## config.mk

```make
export PLATFORM = sky130hd
export DESIGN_NAME = bike_counter_updown_init
export DESIGN_NICKNAME = d
export VERILOG_FILES = /design/src/rtl/bike_counter_updown_init.sv
export SDC_FILE = /design/constraint.sdc
export NUM_CORES = 1
export LEC_CHECK = 0
export ABC_CLOCK_PERIOD_IN_PS = 2100
export BUFFER_PORTS_ARGS = -buffer_cell sky130_fd_sc_hd__buf_2
export CORE_UTILIZATION = 50
export DETAILED_ROUTE_END_ITERATION = 8
export GPL_TIMING_DRIVEN = 0
export PLACE_DENSITY_LB_ADDON = 0.12
export SLEW_MARGIN = 20
export SYNTH_ARGS = -nofsm -noshare
export SYNTH_HDL_FRONTEND = slang
export SYNTH_SLANG_ARGS = --single-unit
```

## constraint.sdc

```tcl
create_clock -name clk -period 2.1 [get_ports clk]
set_input_delay 0.105 -clock clk [delete_from_list [all_inputs] [get_ports clk]]
set_output_delay 0.105 -clock clk [all_outputs]
set_load 0.02 [all_outputs]
```

## src/rtl/bike_counter_updown_init.sv

```systemverilog
// Bounded up/down loop counter for BIKE control FSMs: programmable step,
// wrap or saturate at the range bounds, range-checked load and boundary pulses.
module bike_counter_updown_init #(
    parameter int SIZE      = 5,
    parameter int INIT      = 1,
    parameter int MIN_VALUE = 0,
    parameter int MAX_VALUE = 16,
    parameter int STEP      = 1,
    parameter int SATURATE  = 0
) (
    input  logic            clk,
    input  logic            reset,
    input  logic            enable,
    input  logic            up,
    input  logic            load,
    input  logic [SIZE-1:0] load_val,
    output logic [SIZE-1:0] cnt_out,
    output logic            at_min,
    output logic            at_max,
    output logic            bound_hit,
    output logic            load_err
);

    localparam int W = SIZE + 1;

    if (MIN_VALUE < 0 || MIN_VALUE > INIT || INIT > MAX_VALUE ||
        MAX_VALUE >= (1 << SIZE) || STEP < 1 ||
        STEP > MAX_VALUE - MIN_VALUE + 1) begin : g_cfg_error
        $error("bike_counter_updown_init: illegal SIZE/INIT/MIN_VALUE/MAX_VALUE/STEP combination");
    end

    // One extra bit so MIN+STEP and cnt+STEP never truncate.
    localparam logic [W-1:0] MIN_W  = W'(MIN_VALUE);
    localparam logic [W-1:0] MAX_W  = W'(MAX_VALUE);
    localparam logic [W-1:0] STEP_W = W'(STEP);
    localparam logic [W-1:0] INIT_W = W'(INIT);

    logic [SIZE-1:0] cnt_reg, cnt_next;
    logic            bound_hit_reg, bound_hit_next;
    logic            load_err_reg, load_err_next;

    logic [W-1:0] cnt_ext, load_ext;
    logic         down_ok, up_ok, load_lo, load_hi;

    assign cnt_ext  = {1'b0, cnt_reg};
    assign load_ext = {1'b0, load_val};
    assign down_ok  = cnt_ext >= (MIN_W + STEP_W);
    assign up_ok    = (cnt_ext + STEP_W) <= MAX_W;
    assign load_lo  = load_ext < MIN_W;
    assign load_hi  = load_ext > MAX_W;

    always_comb begin
        cnt_next       = cnt_reg;
        bound_hit_next = 1'b0;
        load_err_next  = 1'b0;
        if (load) begin
            load_err_next = load_lo | load_hi;
            if (load_lo)
                cnt_next = MIN_W[SIZE-1:0];
            else if (load_hi)
                cnt_next = MAX_W[SIZE-1:0];
            else
                cnt_next = load_val;
        end else if (enable) begin
            if (up) begin
                if (up_ok) begin
                    cnt_next = cnt_reg + STEP_W[SIZE-1:0];
                end else begin
                    // Wrap lands exactly on the opposite bound; the remainder is dropped.
                    cnt_next       = (SATURATE != 0) ? MAX_W[SIZE-1:0] : MIN_W[SIZE-1:0];
                    bound_hit_next = 1'b1;
                end
            end else begin
                if (down_ok) begin
                    cnt_next = cnt_reg - STEP_W[SIZE-1:0];
                end else begin
                    cnt_next       = (SATURATE != 0) ? MIN_W[SIZE-1:0] : MAX_W[SIZE-1:0];
                    bound_hit_next = 1'b1;
                end
            end
        end
    end

    always_ff @(posedge clk) begin
        if (reset) begin
            cnt_reg       <= INIT_W[SIZE-1:0];
            bound_hit_reg <= 1'b0;
            load_err_reg  <= 1'b0;
        end else begin
            cnt_reg       <= cnt_next;
            bound_hit_reg <= bound_hit_next;
            load_err_reg  <= load_err_next;
        end
    end

    assign cnt_out   = cnt_reg;
    assign at_min    = (cnt_ext == MIN_W);
    assign at_max    = (cnt_ext == MAX_W);
    assign bound_hit = bound_hit_reg;
    assign load_err  = load_err_reg;

endmodule

```

Word-level counts from Yosys, hierarchy flattened. Index checks and enable logic that the tools add are counted.

Register bits after elaboration: 7. Word-level logic and storage cells: 28. Output and inout bits: 9. Bits of input ports: 10.

Equality and inequality tests: 1. Order comparisons: 4. Add/sub/neg operators: 3. Mux-type cells: 10. Reductions and logical operators: 4. Bitwise gates (word level): 3.

Operator list (number): $mux 5 (7); $add 5x1->6 const B (1); $le 6x5->1 const B (1); $logic_not 6->1 (1); $add 5x1->5 const B (1); $eq 5x5->1 const B (1); $ge 5x1->1 const B (1); $gt 5x5->1 const B (1); $lt 5x1->1 const B (1); $sub 5x1->5 const B (1); $mux 1 (3); $reduce_or 3->1 (1); $not 1->1 (2); $reduce_bool 2->1 (1); $reduce_or 2->1 (1); $or 1x1->1 (1).

Depth between registers and ports, before layout.
Depth in word-level cells: 6. Gate-level depth with buffers: 7. Depth with buffers taken out: 6.

Worst setup path before layout. Ideal clock, no wire load.

Path type: register to register. From: register cnt_reg[1] (netlist: cnt_out[1]). To: register cnt_reg[1] (netlist: cnt_out[1]). Cell stages (with the launch flop): 7. Required time: 1968 ps. Buffers on the path: 0. Period minus slack after synthesis: 1760 ps. Path slack: 340 ps. Setup time: 132 ps. Arrival: 1629 ps. Cells stage by stage: dfxtp_1 -> inv_1 -> ha_1 -> nor3_1 -> a21oi_1 -> a221oi_1 -> a221oi_2.

Longest elaborated chain between the ends: 6. Elaborated cells on any way between the ends: 10. Those cells by class: add/sub (3); order compare (2); mux (5).

RTL lines: start, declared (RTL line 38) `logic [SIZE-1:0] cnt_reg, cnt_next;`; start signal, assigned (RTL line 86) `cnt_reg <= INIT_W[SIZE-1:0];`; start signal, assigned (RTL line 90) `cnt_reg <= cnt_next;`; $add 5x1->6 (RTL line 48) `assign up_ok = (cnt_ext + STEP_W) <= MAX_W;`; $le 6x5->1 (RTL line 48); $mux 5 (RTL line 66) `if (up_ok) begin`; $mux 5 (*) (RTL line 65) `if (up) begin`; $mux 5 (*) (RTL line 64) `end else if (enable) begin`; $mux 5 (*) (RTL line 56) `if (load) begin`.

Every way passes the cells marked *; elsewhere a longest branch is shown, timed or not. The select of a mux whose other input is x is not followed. A chain may end at the register's enable or synchronous reset.

Worst setup path in the final report. Ends and elaborated chain as after synthesis.

==> results.md <==
- The synthesized netlist contains 41 unique library cells.
- Once detail routing completed, the nets flagged for antenna violations numbered 0.
- The post-synthesis sequential area ratio is 0.198.
- In this run the post-CTS setup repair buffer count came out at 0.
- For the worst-skew pair, the clock arrives at the later sink with an insertion delay of 260 ps.
- The final number of hold-violating endpoints was 0.
- The number of gates resized after CTS was 0.
- In the post-route analysis, the smallest setup slack over all paths is 234 ps.
- The detailed-route DRC error count is 0.
- For this design the static power due to leakage is 0.364 nW.
- The synthesized net count is 104.
- The number of placed I/O pins is 19.
- In the routed layout, each cell is associated on average with a via count of 6.18.
- For this run, global-route usage on met3 was measured as 0.0170.
- Setup violations remaining at the end of the flow were counted as 0.
- TritonCTS built the clock tree.
- The register with the most flip-flops in the layout has 5 of them.
- The final hold slack is 93.3 ps.
- The wire length per cell after detailed routing is 14.0 um.
- The first detailed-routing pass ran for 4 iterations.
- Setup repair after global routing left no endpoint under its margin.
- In this run, placement finished with an instance count of 121.
- The final instance count without filler cells is 125.
- The port buffer count is 17.
- The via count of the first global-routing pass was 580.
- In this run, post-CTS hold repair placed 0 buffers.
- Traced cell by cell, the critical path runs through inv_1 > ha_1 > nor3_1 > a21oi_1 > a221oi_1 > a221oi_2.
- Summing all placed instances gives a cell area of 812 um^2.
- The minimum setup slack among reg-to-reg paths is 230 ps.
- The net count reported at finish is 126.
- The per-instance average area after synthesis is 7.96 um^2.
- The met1 track demand over resource is 0.308.
- The floorplan die height is 39.6 um.
- Counting the fill cells in the layout gives 129.
- Clock-pin slew was measured on the worst setup and hold paths at 60 ps.
- The launching point of the worst reg2reg path is cnt_out[1]$_SDFFE_PP0P_.
- The sum of negative setup slack is 0 ps.
- The share of flip-flops with an asynchronous set or reset is 0.
- The path class of the lowest-slack min-delay path is primary input to register.
- The floorplan step set the die width to 39.6 um.
- The number of placement rows is 13.
- The final setup skew is 2.72 ps.
- The buffer type at the clock tree root is sky130_fd_sc_hd__clkbuf_4.
- At the pin with the least slew margin, the transition time is 436 ps.
- The run finished with clean final reports.
- The area growth from synthesis to layout is 18.4%.
- The post-route standard cell area excluding fillers is 838 um^2.
- Summing over every cut layer, the via total after detailed routing is 772.
- The final count of pins violating max slew is 0.
- The number of flip-flops and latches in the synthesized netlist is 7.
- In the synthesized netlist, the number of instances is 89.
- In this run the number of H-tree levels came out at 1.
- The buffer depth of the longest clock path is 2.
- Routability-driven placement finished with a final weighted congestion of 0.833.
- The pin count of the biggest net entering global routing is 11.
- The worst slew margin relative to its limit is 0.709.
- The arrival time of the worst setup path is 2000 ps.
- For this run, the total global-route usage over all layers was measured as 0.254.
- The endpoint identified for the worst register-to-register timing path is cnt_out[1]$_SDFFE_PP0P_.
- STA classifies the critical path endpoint as a register.
- The critical-path maximum fanout is 10.
- The highest-delay cell along the critical path is sky130_fd_sc_hd__dfxtp_1.
- The fraction of layout instances using a drive strength above 1 is 0.291.
- The final layout contains routed wiring with a total length of 1.75 mm.
- The sum of overflow across all layers after global routing is 0.
- The peak ir drop on the vdd network is 523 uV.
- The launching element type of the critical path is a register.
- The repair_antennas step left the layout with diodes totalling 0.
- The tree built by TritonCTS fans out to 7 sinks.
- In this run the most used layer during global routing was met2.
- For this design the ratio of total power to cell area is 593 nW/um^2.
- On the worst path, the slowest cell contributes a delay of 520 ps.
- The first global-routing pass estimated 2.59 mm of wire.
- The max-cap violation count is 0.
- Timing analysis after detailed placement gives a worst setup slack of 289 ps.
- For the finished layout, the period the worst path requires is 1870 ps.
- The start point of the worst hold path is load_val[4].
- The die covers 1570 um^2.
- Timing would allow up to 536 MHz.
- The area of the mapped netlist is 708 um^2.
- For this configuration, the core starts out at a cell density of 0.544.
- The worst hold path passes through 3 cells.
- The core outline area is 1300 um^2.
- The CTS buffer count is 3.
- The number of flops mapped to enable cells by yosys is 0.
- The required time at the endpoint of the critical path is 2240 ps.
- The met2 layer usage reported by global route is 0.426.
- The number of warnings issued by yosys is 0.
- In this run, the number of DRC markers left after iteration 0 of detailed routing was 18.
- The post-DP HPWL is 1.31 mm.
- The path with the worst hold slack has its endpoint at load_err$_SDFF_PP0_.
- The number of antenna violations at the first check in global routing was 0.
- The most used flip-flop cell after synthesis is sky130_fd_sc_hd__dfxtp_1.
- The length in cells of the worst reg-to-reg path is 6.
- The type of the setup path with the least slack is register to register.
- Of the available clock period, the critical path in the final layout requires 0.889.
## final cells by class
type | instances | area [um^2] | area share
inverters | 4 | 15.0 | 0.0179
repair buffers | 17 | 85.1 | 0.101
well taps | 15 | 18.8 | 0.0224
clock buffers | 4 | 26.3 | 0.0313
flip-flops and latches | 7 | 140 | 0.167
plain buffers | 6 | 30.0 | 0.0358
multi-input cells | 72 | 523 | 0.624
## kinds of logic (layout without fill, tap and decap cells)
family,Yosys count,count (layout),synth area share
compound gates,26,26,0.306
xor+xnor,4,4,0.0495
fa+ha+maj,5,5,0.0883
buf+inv,10,31,0.0636
flops,7,7,0.198
simple gates,37,37,0.295
## layout by cell type (no fill, tap or decap), types with 3 or more instances in the layout
cell / Yosys / routed
sky130_fd_sc_hd__buf_2: 3 / 20
sky130_fd_sc_hd__nor3_1: 9 / 9
sky130_fd_sc_hd__dfxtp_1: 7 / 7
sky130_fd_sc_hd__nor2_1: 5 / 5
sky130_fd_sc_hd__ha_1: 5 / 5
sky130_fd_sc_hd__inv_1: 4 / 4
sky130_fd_sc_hd__nand2_1: 4 / 4
sky130_fd_sc_hd__nand2b_1: 4 / 4
sky130_fd_sc_hd__a21oi_1: 4 / 4
sky130_fd_sc_hd__nand3_1: 3 / 3
sky130_fd_sc_hd__clkbuf_1: 2 / 3
sky130_fd_sc_hd__clkbuf_4: 0 / 3
## per-stage QoR
step / util / total power [W]
2_1_floorplan: - / 0.000311
3_3_place_gp: 0.624 / 0.000363
3_5_place_dp: 0.624 / 0.000368
4_1_cts: 0.644 / 0.000496
5_1_grt: 0.644 / 0.000525
6_report: 0.644 / 0.000497
## critical path: cells and delay by family (launching register included)
kind | cells | cell delay (ps)
adder cells (fa/ha/maj) | 1 | 240
AND/OR/NAND/NOR | 1 | 200
buffers and inverters | 1 | 170
flip-flops | 1 | 520
AO/OA/AOI/OAI | 3 | 620
## synth_stat cells, drive strengths merged, types with 4 or more instances
master / count / area share
buf: 4 / 0.032
dfxtp: 7 / 0.20
nor3: 10 / 0.078
ha: 5 / 0.088
a21oi: 5 / 0.041
inv: 4 / 0.021
nand2: 4 / 0.021
nand2b: 4 / 0.035
nor2: 5 / 0.027
## worst max path at each step
stage                            startpoint                       to  slack (ps)  depth (start not counted)
floorplan           cnt_out[1]$_SDFFE_PP0P_  cnt_out[1]$_SDFFE_PP0P_         340                          6
global placement    cnt_out[1]$_SDFFE_PP0P_     bound_hit$_SDFF_PP0_         290                          5
detailed placement  cnt_out[1]$_SDFFE_PP0P_  cnt_out[1]$_SDFFE_PP0P_         290                          6
CTS                 cnt_out[1]$_SDFFE_PP0P_  cnt_out[1]$_SDFFE_PP0P_         280                          6
global route        cnt_out[1]$_SDFFE_PP0P_  cnt_out[2]$_SDFFE_PP0P_          90                          6
finish              cnt_out[1]$_SDFFE_PP0P_  cnt_out[1]$_SDFFE_PP0P_         230                          6
## layer usage
layer / share of wire / wire [um]
met5: 0 / 0
met1: 0.45 / 793
met2: 0.48 / 838
met3: 0.044 / 77
met4: 0.022 / 38
## where the power goes
group | internal [W] | switching (W)
logic | 0.0000841 | 0.000125
clock network | 0.0000729 | 0.0000564
registers | 0.000144 | 0.0000146
total | 0.000301 | 0.000196
No activity file was read; power rests on OpenSTA's default activity.
